**config.mk**
```make
export PLATFORM = sky130hd
export DESIGN_NAME = div_issue_arbiter
export DESIGN_NICKNAME = d
export VERILOG_FILES = /design/src/rtl/div_issue_arbiter.sv
export SDC_FILE = /design/constraint.sdc
export NUM_CORES = 1
export LEC_CHECK = 0
export BUFFER_PORTS_ARGS = -buffer_cell sky130_fd_sc_hd__buf_2
export CORE_MARGIN = 4
export CORE_UTILIZATION = 50
export DETAILED_ROUTE_END_ITERATION = 8
export GPL_ROUTABILITY_DRIVEN = 0
export PLACE_DENSITY = 0.89
export RECOVER_POWER = 25
export SLEW_MARGIN = 15
export SYNTH_ARGS = -nofsm -noshare
export SYNTH_HDL_FRONTEND = slang
export SYNTH_SLANG_ARGS = --single-unit
```
**constraint.sdc**
```tcl
create_clock -name clk -period 3.73 [get_ports clk]
set_input_delay 0.746 -clock clk [delete_from_list [all_inputs] [get_ports clk]]
set_output_delay 0.746 -clock clk [all_outputs]
set_load 0.1 [all_outputs]
```
**src/rtl/div_issue_arbiter.sv**
```systemverilog
// rtl/div_issue_arbiter.sv - shares one iterative divider between the two EX issue lanes
// Define DIV_ZERO_FAST_EN to return {dividend, 0} for a zero divisor without starting the divider.
module div_issue_arbiter #(
  parameter int DATA_W = 32
) (
  input  logic                clk,
  input  logic                rst,
  input  logic                flush,
  input  logic                req1_i,
  input  logic                signed1_i,
  input  logic [DATA_W-1:0]   op1a_i,
  input  logic [DATA_W-1:0]   op1b_i,
  input  logic                req2_i,
  input  logic                signed2_i,
  input  logic [DATA_W-1:0]   op2a_i,
  input  logic [DATA_W-1:0]   op2b_i,
  output logic                div_start_o,
  output logic                div_annul_o,
  output logic                div_signed_o,
  output logic [DATA_W-1:0]   div_opa_o,
  output logic [DATA_W-1:0]   div_opb_o,
  input  logic [2*DATA_W-1:0] div_result_i,
  input  logic                div_ready_i,
  output logic                res1_valid_o,
  output logic                res2_valid_o,
  output logic [DATA_W-1:0]   res_hi_o,
  output logic [DATA_W-1:0]   res_lo_o,
  output logic                stallreq_for_div
);

`ifdef DIV_ZERO_FAST_EN
  typedef enum logic [1:0] {IDLE, RUN, ZERO, DONE} state_e;
`else
  typedef enum logic [1:0] {IDLE, RUN, DONE} state_e;
`endif

  state_e            state_q;
  logic              owner2_q;
  logic              pend2_q;
  logic              done1_q, done2_q;
  logic              sgn_q, qsgn_q;
  logic [DATA_W-1:0] opa_q, opb_q;
  logic [DATA_W-1:0] qopa_q, qopb_q;
  logic [DATA_W-1:0] hi_q, lo_q;

  logic              done1_d, done2_d;
  logic              issue1, issue2;
  logic              in_run, in_done;
  logic              iss_sgn;
  logic [DATA_W-1:0] iss_a, iss_b;
  state_e            launch_st;

  assign in_run  = (state_q == RUN);
  assign in_done = (state_q == DONE);
  assign issue1  = req1_i & ~done1_q;
  assign issue2  = req2_i & ~done2_q;

  assign div_start_o  = in_run & ~flush;
  assign div_annul_o  = in_run & flush;
  assign div_signed_o = sgn_q;
  assign div_opa_o    = opa_q;
  assign div_opb_o    = opb_q;

  assign res1_valid_o = in_done & ~owner2_q & ~flush;
  assign res2_valid_o = in_done & owner2_q & ~flush;
  assign res_hi_o     = hi_q;
  assign res_lo_o     = lo_q;

  // A lane stops stalling in the cycle its own result is strobed.
  assign stallreq_for_div = ~flush &
                            ((req1_i & ~done1_q & ~res1_valid_o) |
                             (req2_i & ~done2_q & ~res2_valid_o));

  assign done1_d = (done1_q | res1_valid_o) & req1_i & ~flush;
  assign done2_d = (done2_q | res2_valid_o) & req2_i & ~flush;

  always_comb begin
    iss_sgn = signed1_i;
    iss_a   = op1a_i;
    iss_b   = op1b_i;
    if (!issue1) begin
      iss_sgn = signed2_i;
      iss_a   = op2a_i;
      iss_b   = op2b_i;
    end
  end

`ifdef DIV_ZERO_FAST_EN
  logic [DATA_W-1:0] launch_b;
  assign launch_b  = in_done ? qopb_q : iss_b;
  assign launch_st = (launch_b == '0) ? ZERO : RUN;
`else
  assign launch_st = RUN;
`endif

  always_ff @(posedge clk) begin
    if (rst) begin
      state_q  <= IDLE;
      owner2_q <= 1'b0;
      pend2_q  <= 1'b0;
      done1_q  <= 1'b0;
      done2_q  <= 1'b0;
      sgn_q    <= 1'b0;
      qsgn_q   <= 1'b0;
      opa_q    <= '0;
      opb_q    <= '0;
      qopa_q   <= '0;
      qopb_q   <= '0;
      hi_q     <= '0;
      lo_q     <= '0;
    end else begin
      done1_q <= done1_d;
      done2_q <= done2_d;
      if (flush) begin
        state_q <= IDLE;
        pend2_q <= 1'b0;
      end else begin
        case (state_q)
          IDLE: begin
            if (issue1 | issue2) begin
              state_q  <= launch_st;
              owner2_q <= ~issue1;
              sgn_q    <= iss_sgn;
              opa_q    <= iss_a;
              opb_q    <= iss_b;
              pend2_q  <= issue1 & issue2;
              if (issue1 & issue2) begin
                qsgn_q <= signed2_i;
                qopa_q <= op2a_i;
                qopb_q <= op2b_i;
              end
            end
          end
          RUN: begin
            if (div_ready_i) begin
              hi_q    <= div_result_i[2*DATA_W-1:DATA_W];
              lo_q    <= div_result_i[DATA_W-1:0];
              state_q <= DONE;
            end
          end
`ifdef DIV_ZERO_FAST_EN
          ZERO: begin
            hi_q    <= opa_q;
            lo_q    <= '0;
            state_q <= DONE;
          end
`endif
          DONE: begin
            // Lane 2 was queued behind lane 1: launch it without passing through IDLE.
            if (pend2_q) begin
              state_q  <= launch_st;
              owner2_q <= 1'b1;
              pend2_q  <= 1'b0;
              sgn_q    <= qsgn_q;
              opa_q    <= qopa_q;
              opb_q    <= qopb_q;
            end else begin
              state_q <= IDLE;
            end
          end
          default: state_q <= IDLE;
        endcase
      end
    end
  end

endmodule

```
==> results.ini, run 1 <==
[yosys]
syn_nets = 1240
synth_seq_cells = 200
yosys_warnings = 0
seq_area_frac_synth_pct = 49.47
synth_common_cells = 389 x nand2_1, 200 x dfxtp_1, 133 x a21oi_1, 68 x nor2_1
synthArstFlopShare_pct = 0
syn_inst = 1040
syn_area_mm2 = 0.008093
syn_area_per_cell_um2 = 7.782
ys_types = 29
yosys.cell_count.top_type = nand2_1
synth_ff_type = dfxtp_1
ys_top_cells_by_area = dfxtp_1 49%, nand2_1 18%, a21oi_1 8.2%, a22o_1 7.0%, a31oi_1 5.0%
synth_top_cell_by_area = dfxtp_1
synth_top_area_share_pct = 49.47
synth_edf_count = 0

[route]
wl_met1_mm = 9.361
highest_layer = met5
met3_length_mm = 2.413
dr_total_vias = 8351
wl_met2_mm = 12.47
ant_nets = 0
wl_mm = 24.95
via_per_inst = 5.402
drt_iter0_markers = 506
post_drt_wl_per_cell_um = 16.14
drt_pass1_iterations = 5
drc_errors = 0

[placement]
io_buffers = 333
dp_cells = 1513
dp_slack_ns = 1.136
hpwl_mm = 17.36

[floorplan]
die_w_um = 135.2
pin_count = 334
die_area_mm2 = 0.01828
die_y_um = 135.2
rows = 46
start_util_pct = 50.95
core_mm2 = 0.01589

[pwr]
power_uw = 5013
comb_power_share_pct = 18.4
max-vdd-ir-drop_uv = 302.4
p_switching_uw = 1616
p_int_uw = 3397
pwr-share-clk_pct = 36.4
p_leak_uw = 0.004512
switching_share_pct = 32.23
power_density_mw_per_mm2 = 493.5
p_seq_share_pct = 45.2

[sta]
timing.final.crit_share_pct = 82.25
finalSetupTns_ns = 0
finalSetupViolations = 0
skew_ns = 0.01021
slew_headroom_pct = 16.40
fmax_mhz = 325.9
period_needed_ns = 3.068
rsz0062_at_grt = no
final-hold-violation-count = 0
layout_setup_ws_ns = 0.6619
slew_violations = 0
tightest_slew_ns = 1.259

[critical_path]
reg2regPathDepth = 5
crit_path_cell_trace = nand2b_4, nor3_1, nor3_2, buf_2
crit_fanout = 45
required_ns = 2.98
arrival_ns = 2.32
slowest_delay_ns = 0.62
end_kind = output port
slowest_stage = dfxtp_1
start_kind = flip-flop
crit_type = flip-flop to output port

[clock_tree]
post_cts_buffers = 0
cts_tree = built
ctsResizeCount = 0
root_buffer = clkbuf_16
insertion_delay_ns = 0.44
cts.sinks = 200
clk_pin_slew_ns = 0.07
clockBufferDepth = 2
hold_buffers = 0
cts-buffers-inserted = 17
htreeDepth = 4

[run_status]
status = complete, no violations

[finish]
layout.nets = 1516
drive_gt1_share_pct = 24.08
stdcell_count = 1546
area_growth_pct = 25.51

[flow_run]
drv_cap = 0

[global_route]
grt_remaining_overflow = 0
grt_max_degree = 89
track_usage_pct = 26.14
grt_pass1_vias = 7812
grt_pass1_wl_mm = 38.56
antenna_found_initial = 3

[worst_hold_path]
hold_depth = 2
min_path_type = flip-flop to flip-flop

==> through the flow <==
| step | hold WS [ns] | instance area, µm² | utilization [%] |
|---|---|---|---|
| floorplan | 0.4367 | 8103 | - |
| CTS | 0.4533 | 10250 | 64.51 |
| global placement | 0.4388 | 9671 | 60.88 |
| detailed placement | 0.4430 | 9671 | 60.88 |
| finish | 0.4542 | 10160 | 63.94 |
| global route | 0.4687 | 10160 | 63.94 |
==> sequential cells by signal (all words and copies together) (netlist names) <==
| register | flops |
|---|---|
| state_q | 2 |
| div_opb_o | 32 |
| qsgn_q | 1 |
| owner2_q | 1 |
| done1_q | 1 |
| done2_q | 1 |
| div_signed_o | 1 |
| pend2_q | 1 |
| qopb_q | 32 |
| res_lo_o | 32 |
| div_opa_o | 32 |
| qopa_q | 32 |
| res_hi_o | 32 |
==> cells by family (layout without fill, tap and decap cells) <==
logic type             count (synthesis)  after routing  synth area share [%]
AOI/OAI and AO/OA                    268            268                 20.96
buffers and inverters                 92            381                 6.494
DFF                                  200            200                 49.47
other                                  0              1                     0
and+or+nand+nor                      480            480                 23.07
==> worst max-delay path: cells and delay by family (launching register included) <==
family	cells	cell delay, ns
simple gates	3	0.83
buf+inv	1	0.44
flops	1	0.62
==> power by group through the flow <==
stage	combinational [µW]	clock, µW	sequential, µW
after floorplan	286	0	2720
after CTS	931	1850	2260
after global placement	917	0	2310
final	922	1820	2270
after detailed placement	929	0	2310
after global routing	973	1940	2270
==> placed cells by master (no fill, tap or decap), types with 2 or more instances in the layout <==
master     instances
nand2b_1           2
nor3_1             3
clkbuf_1          69
and3_2             2
nor3_2             2
buf_4             15
inv_1              2
dfxtp_1          200
inv_6              4
a22o_1            65
clkinv_4           2
nor2_1            68
inv_8              3
a21oi_1          133
nand2_1          389
a31oi_1           65
clkinv_2           2
o211a_1            2
clkbuf_16         17
buf_2            264
==> routing by layer <==
metal / vias to the layer above / track usage (%)
met4: 4 / 11.09
met5: - / 0
met1: 3852 / 29.20
met2: 403 / 45.99
li1: 4043 / -
met3: 49 / 8.098
==> layout make-up <==
class,count,area (µm²)
Fill cell,1370,5728
Sequential cell,200,4004
Multi-Input combinational cell,748,3607
Timing Repair Buffer,347,1689
Clock buffer,19,442.9
Tap cell,216,270.3
Clock inverter,13,133.9
Inverter,2,7.507
Antenna cell,1,2.502
==> path summary, 6_finish.rpt <==
kind                                end               startpoint  slack (ns)
min reg2reg      qopb_q[1]$_SDFFE_PP0P_   qopb_q[1]$_SDFFE_PP0P_        0.45
min              qopb_q[1]$_SDFFE_PP0P_   qopb_q[1]$_SDFFE_PP0P_        0.45
max                    stallreq_for_div  state_q[0]$_SDFFE_PP0P_        0.66
max reg2reg  div_opb_o[10]$_SDFFE_PP0P_       done1_q$_SDFF_PP0_        1.14
(Power assumes the default switching activity.)
==> inputs of run 2 (changes only) <==
--- a/config.mk
+++ b/config.mk
@@ -7,10 +7,10 @@
 export LEC_CHECK = 0
 export BUFFER_PORTS_ARGS = -buffer_cell sky130_fd_sc_hd__buf_2
 export CORE_MARGIN = 4
-export CORE_UTILIZATION = 50
+export CORE_UTILIZATION = 48
 export DETAILED_ROUTE_END_ITERATION = 8
 export GPL_ROUTABILITY_DRIVEN = 0
-export PLACE_DENSITY = 0.89
+export PLACE_DENSITY = 0.86
 export RECOVER_POWER = 25
 export SLEW_MARGIN = 15
 export SYNTH_ARGS = -nofsm -noshare
==> constraint.sdc (replaced) <==
create_clock -name clk -period 3.2 [get_ports clk]
set_input_delay 0.64 -clock clk [delete_from_list [all_inputs] [get_ports clk]]
set_output_delay 0.64 -clock clk [all_outputs]
set_load 0.1 [all_outputs]
==> run 2 against run 1 <==
The flow now finishes with violations (capacitance limit, slew limit). Hold slack got worse by 0.013 ns. Via count decreased by 1.1%. Critical path depth unchanged. Final area increased by 0.30%. Clock skew increased by 0.0030 ns. Combinational power increased by 17%. Total power increased by 17%.
==> results.ini, run 2 (synthesized netlist as in run 1, its figures left out) <==
[run_status]
status = finished, violations left
violations = capacitance limit, slew limit

[worst_hold_path]
min_path_type = input pin to flip-flop

[route]
post_drt_wl_per_cell_um = 16.13  ; about the same
wl_mm = 25.05  ; +0.40%
dr_total_vias = 8256  ; -1.1%
drt_iter0_markers = 487  ; -3.8%
ant_nets = 0  ; unchanged
via_per_inst = 5.316  ; -1.6%
drt_pass1_iterations = 5  ; unchanged
drc_errors = 0  ; unchanged

[critical_path]
path_buf_inv = 1  ; unchanged
crit_family = simple AND/OR/NAND/NOR gates
end_kind = output port
start_kind = flip-flop
crit_fanout = 31  ; -31%
slowest_stage = dfxtp_1
arrival_ns = 2.11  ; -0.21 ns
slowest_delay_ns = 0.56  ; -0.06 ns
crit_path_cell_trace = nand2b_4, nor3_1, nor3_2, buf_2
crit_type = flip-flop to output port
required_ns = 2.56  ; -0.42 ns

[sta]
skew_ns = 0.01318  ; +0.002970 ns
timing.final.crit_share_pct = 85.79
final-hold-violation-count = 0  ; unchanged
slew_headroom_pct = -0.5890  ; -17 points
finalSetupViolations = 0  ; unchanged
finalSetupTns_ns = 0  ; unchanged
rsz0062_at_grt = no
slew_violations = 68  ; +68
tightest_slew_ns = 1.509  ; +0.2494 ns
fmax_mhz = 364.3
period_needed_ns = 2.745

[floorplan]
rows = 47  ; +2.2%
core_mm2 = 0.01652  ; +4.0%
die_y_um = 137.8  ; +1.9%
start_util_pct = 48.97  ; -2.0 points
die_w_um = 137.8  ; +1.9%
die_area_mm2 = 0.01900  ; +3.9%
pin_count = 334  ; unchanged

[finish]
layout.nets = 1519  ; +0.20%
area_growth_pct = 25.88
layout_common_cells = 389 x nand2_1, 264 x buf_2, 200 x dfxtp_1, 133 x a21oi_1, 71 x clkbuf_1
layout_commonest_cell = nand2_1
drive_gt1_share_pct = 24.02  ; -0.054 points
stdcell_count = 1553  ; +0.45%

[pwr]
comb_power_share_pct = 18.3  ; about the same
p_leak_uw = 0.004520  ; +0.17%
p_int_uw = 3962  ; +17%
max-vdd-ir-drop_uv = 341.8  ; +13%
switching_share_pct = 32.62  ; +0.38 points
p_switching_uw = 1917  ; +19%
power_density_mw_per_mm2 = 577.1  ; +17%
p_seq_share_pct = 44.9  ; -0.3 points
pwr-share-clk_pct = 36.8  ; +0.4 points

[global_route]
track_usage_pct = 24.72  ; -1.4 points
grt_max_degree = 80  ; -10%
grt_pass1_wl_mm = 37.45  ; -2.9%
grt_remaining_overflow = 0  ; unchanged
antenna_found_initial = 1  ; -2
grt_pass1_vias = 7676  ; -1.7%

[clock_tree]
post_cts_buffers = 0  ; unchanged
cts_tree = built
clk_pin_slew_ns = 0.08  ; about the same
clockBufferDepth = 2  ; unchanged
cts.sinks = 200  ; unchanged
ctsResizeCount = 0  ; unchanged
hold_buffers = 0  ; unchanged
root_buffer = clkbuf_16
cts-buffers-inserted = 17  ; unchanged
insertion_delay_ns = 0.43  ; about the same
htreeDepth = 4  ; unchanged

[placement]
io_buffers = 333  ; unchanged
dp_cells = 1520  ; +0.46%
hpwl_mm = 17.46  ; +0.60%

[flow_run]
drv_cap = 1  ; +1

==> run 2: worst register-to-register path, delay by kind of cell (launching register included) <==
| family | cells | cell delay [ns] |
|---|---|---|
| compound gates | 1 | 0.16 |
| buf+inv | 2 | 1.27 |
| flops | 1 | 0.35 |
| simple gates | 3 | 0.86 |
==> run 2: area by class of cell <==
cell class	instances	area, µm²
clock inverter	13	155.1
antenna	1	2.502
multi-input combinational	748	3592
clock buffer	19	432.9
sequential	200	4004
fill	1471	6337
tap	220	275.3
timing repair buffer	350	1718
inverter	2	7.507
==> run 2: per-stage QoR <==
step	power (µW)	cell area, µm²	hold WS [ns]	worst slack, ns	utilization, %
2_1_floorplan	3508	8103	0.4367	0.1104	-
3_3_place_gp	3768	9711	0.4389	0.8377	58.76
3_5_place_dp	3783	9711	0.4430	0.7465	58.76
4_1_cts	5918	10300	0.4282	0.3604	62.32
5_1_grt	6096	10190	0.4202	0.2499	61.65
6_report	5879	10190	0.4409	0.4547	61.65
==> run 2: metal layers <==
metal | wire length, µm | global-route usage (%) | vias up
met5 | 0 | 0 | -
met4 | 561 | 9.769 | 0
met3 | 2354 | 7.560 | 38
met2 | 12520 | 43.19 | 345
met1 | 9615 | 28.13 | 3833
li1 | - | - | 4040
==> run 2: final timing paths <==
kind,to,slack (ns),from,cells past startpoint
max,stallreq_for_div,0.45,state_q[0]$_SDFFE_PP0P_,4
min,res_lo_o[8]$_SDFFE_PP0P_,0.44,div_result_i[8],3
max reg2reg,qopa_q[30]$_SDFFE_PP0P_,0.49,done1_q$_SDFF_PP0_,6
min reg2reg,res_lo_o[27]$_SDFFE_PP0P_,0.45,res_lo_o[27]$_SDFFE_PP0P_,2
==> run 2: power by group through the flow <==
stage	combinational, µW	clock [µW]	sequential [µW]
after floorplan	333	0	3170
after global placement	1080	0	2690
after detailed placement	1090	0	2690
after CTS	1090	2190	2640
after global routing	1140	2300	2650
final	1080	2160	2640
==> inputs of run 3 (changes only) <==
==> constraint.sdc (replaced) <==
create_clock -name clk -period 2.7 [get_ports clk]
set_input_delay 0.54 -clock clk [delete_from_list [all_inputs] [get_ports clk]]
set_output_delay 0.54 -clock clk [all_outputs]
set_load 0.1 [all_outputs]
==> run 3 against run 2 <==
Final cell count fell by 0.13%. Critical endpoint unchanged. The run now ends clean. Critical path type unchanged. Via count fell by 0.48%. Hold slack got worse by 0.096 ns.
==> results.ini, run 3 (synthesized netlist as in run 1, its figures left out) <==
[run_status]
status = complete, no violations

[floorplan]
pin_count = 334  ; unchanged
die_w_um = 137.8  ; unchanged
core_mm2 = 0.01652  ; unchanged
rows = 47  ; unchanged
die_y_um = 137.8  ; unchanged
start_util_pct = 48.97  ; unchanged
die_area_mm2 = 0.01900  ; unchanged

[worst_hold_path]
min_path_type = input pin to flip-flop

[finish]
stdcell_count = 1551  ; -0.13%
drive_gt1_share_pct = 25.94  ; +1.9 points
layout.nets = 1517  ; -0.13%
layout_commonest_cell = nand2_1
area_growth_pct = 26.87
layout_common_cells = 389 x nand2_1, 288 x buf_2, 200 x dfxtp_1, 133 x a21oi_1, 69 x nor2_1

[critical_path]
crit_path_cell_trace = nand2b_1, nor3_1, nor3_2, buf_12
arrival_ns = 1.77  ; -0.34 ns
slowest_stage = dfxtp_1
required_ns = 2.16  ; -0.40 ns
crit_fanout = 12  ; -61%
start_kind = flip-flop
end_kind = output port
slowest_delay_ns = 0.55  ; about the same
crit_type = flip-flop to output port

[global_route]
grt_util_met3_pct = 7.159  ; -0.40 points
track_usage_pct = 24.51  ; -0.20 points
grt_pass1_vias = 7418  ; -3.4%
grt_max_degree = 131  ; +64%
grt_use_met2_pct = 42.87  ; -0.33 points
grt_pass1_wl_mm = 37.11  ; -0.92%
antenna_found_initial = 3  ; +2
grt_remaining_overflow = 0  ; unchanged
use_met1_pct = 29.08  ; +0.95 points
busiest_layer = met2

[pwr]
max-vdd-ir-drop_uv = 500.0  ; +46%
power_density_mw_per_mm2 = 679.3  ; +18%
p_leak_uw = 0.004644  ; +2.7%

[clock_tree]
htreeDepth = 4  ; unchanged
clk_pin_slew_ns = 0.08  ; about the same
hold_buffers = 0  ; unchanged
cts-buffers-inserted = 17  ; unchanged
clockBufferDepth = 2  ; unchanged
cts_tree = built
ctsResizeCount = 0  ; unchanged
insertion_delay_ns = 0.42  ; about the same
cts.sinks = 200  ; unchanged
post_cts_buffers = 0  ; unchanged
root_buffer = clkbuf_16

[flow_run]
drv_cap = 0  ; -1

[sta]
rsz0062_at_grt = no
fmax_mhz = 432.3
tightest_slew_ns = 1.262  ; -0.2469 ns
timing.final.crit_share_pct = 85.67
slew_violations = 0  ; -100%
slew_headroom_pct = 15.87  ; +16 points
period_needed_ns = 2.313
finalSetupViolations = 0  ; unchanged
layout_setup_ws_ns = 0.3870  ; -0.06768 ns
final-hold-violation-count = 0  ; unchanged
skew_ns = 0.01247  ; -0.0007130 ns

[route]
drt_pass1_iterations = 6  ; +1
dr_total_vias = 8216  ; -0.48%
ant_nets = 0  ; unchanged
post_drt_wl_per_cell_um = 15.78  ; -2.2%
drt_iter0_markers = 543  ; +11%
drc_errors = 0  ; unchanged
via_per_inst = 5.297  ; -0.36%
wl_mm = 24.47  ; -2.3%

[placement]
io_buffers = 333  ; unchanged
dp_cells = 1518  ; -0.13%
hpwl_mm = 16.94  ; -3.0%
dp_slack_ns = 0.6435  ; -0.1030 ns

[run 3: cell count changes in the layout (fill, tap and decap cells not counted), sizes merged]
cell | previous run | this run
clkbuf | 89 | 64
buf | 280 | 303
clkinv | 2 | 4
inv | 10 | 8
[run 3: final timing paths]
path | from | to | slack [ns] | cells after the start
worst max-delay path | state_q[0]$_SDFFE_PP0P_ | stallreq_for_div | 0.39 | 4
worst min-delay path | div_result_i[62] | res_hi_o[30]$_SDFFE_PP0P_ | 0.34 | 3
worst max register to register | state_q[1]$_SDFFE_PP0P_ | res_lo_o[9]$_SDFFE_PP0P_ | 0.58 | 5
worst min register to register | res_hi_o[1]$_SDFFE_PP0P_ | res_hi_o[1]$_SDFFE_PP0P_ | 0.45 | 2
[run 3: layer usage]
| metal | wire, µm | part of all wire (%) | vias up |
|---|---|---|---|
| met3 | 2351 | 9.6 | 37 |
| met5 | 22 | 0.090 | - |
| met4 | 503 | 2.1 | 4 |
| met1 | 9374 | 38 | 3755 |
| li1 | - | - | 4040 |
| met2 | 12220 | 50 | 380 |
[run 3: layout make-up]
class	instances	area (µm²)
Timing Repair Buffer	348	1788
Inverter	2	7.507
Clock inverter	13	157.7
Antenna cell	1	2.502
Fill cell	1455	6257
Tap cell	220	275.3
Sequential cell	200	4004
Clock buffer	19	442.9
Multi-Input combinational cell	748	3590
[run 3: power by group]
part           switching (µW)  internal, µW
Sequential               63.7          3060
Combinational             971           313
Clock                    1210          1350
[run 3: worst max-delay path: cells and delay by family, from the launching register on]
kind                   cells  cell delay, ns
AND/OR/NAND/NOR            3            0.59
flip-flops                 1            0.55
buffers and inverters      1            0.21
[run 3: stage by stage]
| stage | cell area (µm²) | power (µW) | setup TNS, ns | util (%) | hold slack (ns) |
|---|---|---|---|---|---|
| 2_1_floorplan | 8103 | 4158 | -0.1896 | - | 0.4367 |
| 3_3_place_gp | 9748 | 4473 | 0 | 58.99 | 0.4385 |
| 3_5_place_dp | 9748 | 4489 | 0 | 58.99 | 0.4431 |
| 4_1_cts | 10350 | 7034 | 0 | 62.63 | 0.3305 |
| 5_1_grt | 10270 | 7245 | 0 | 62.13 | 0.3251 |
| 6_report | 10270 | 6974 | 0 | 62.13 | 0.3444 |
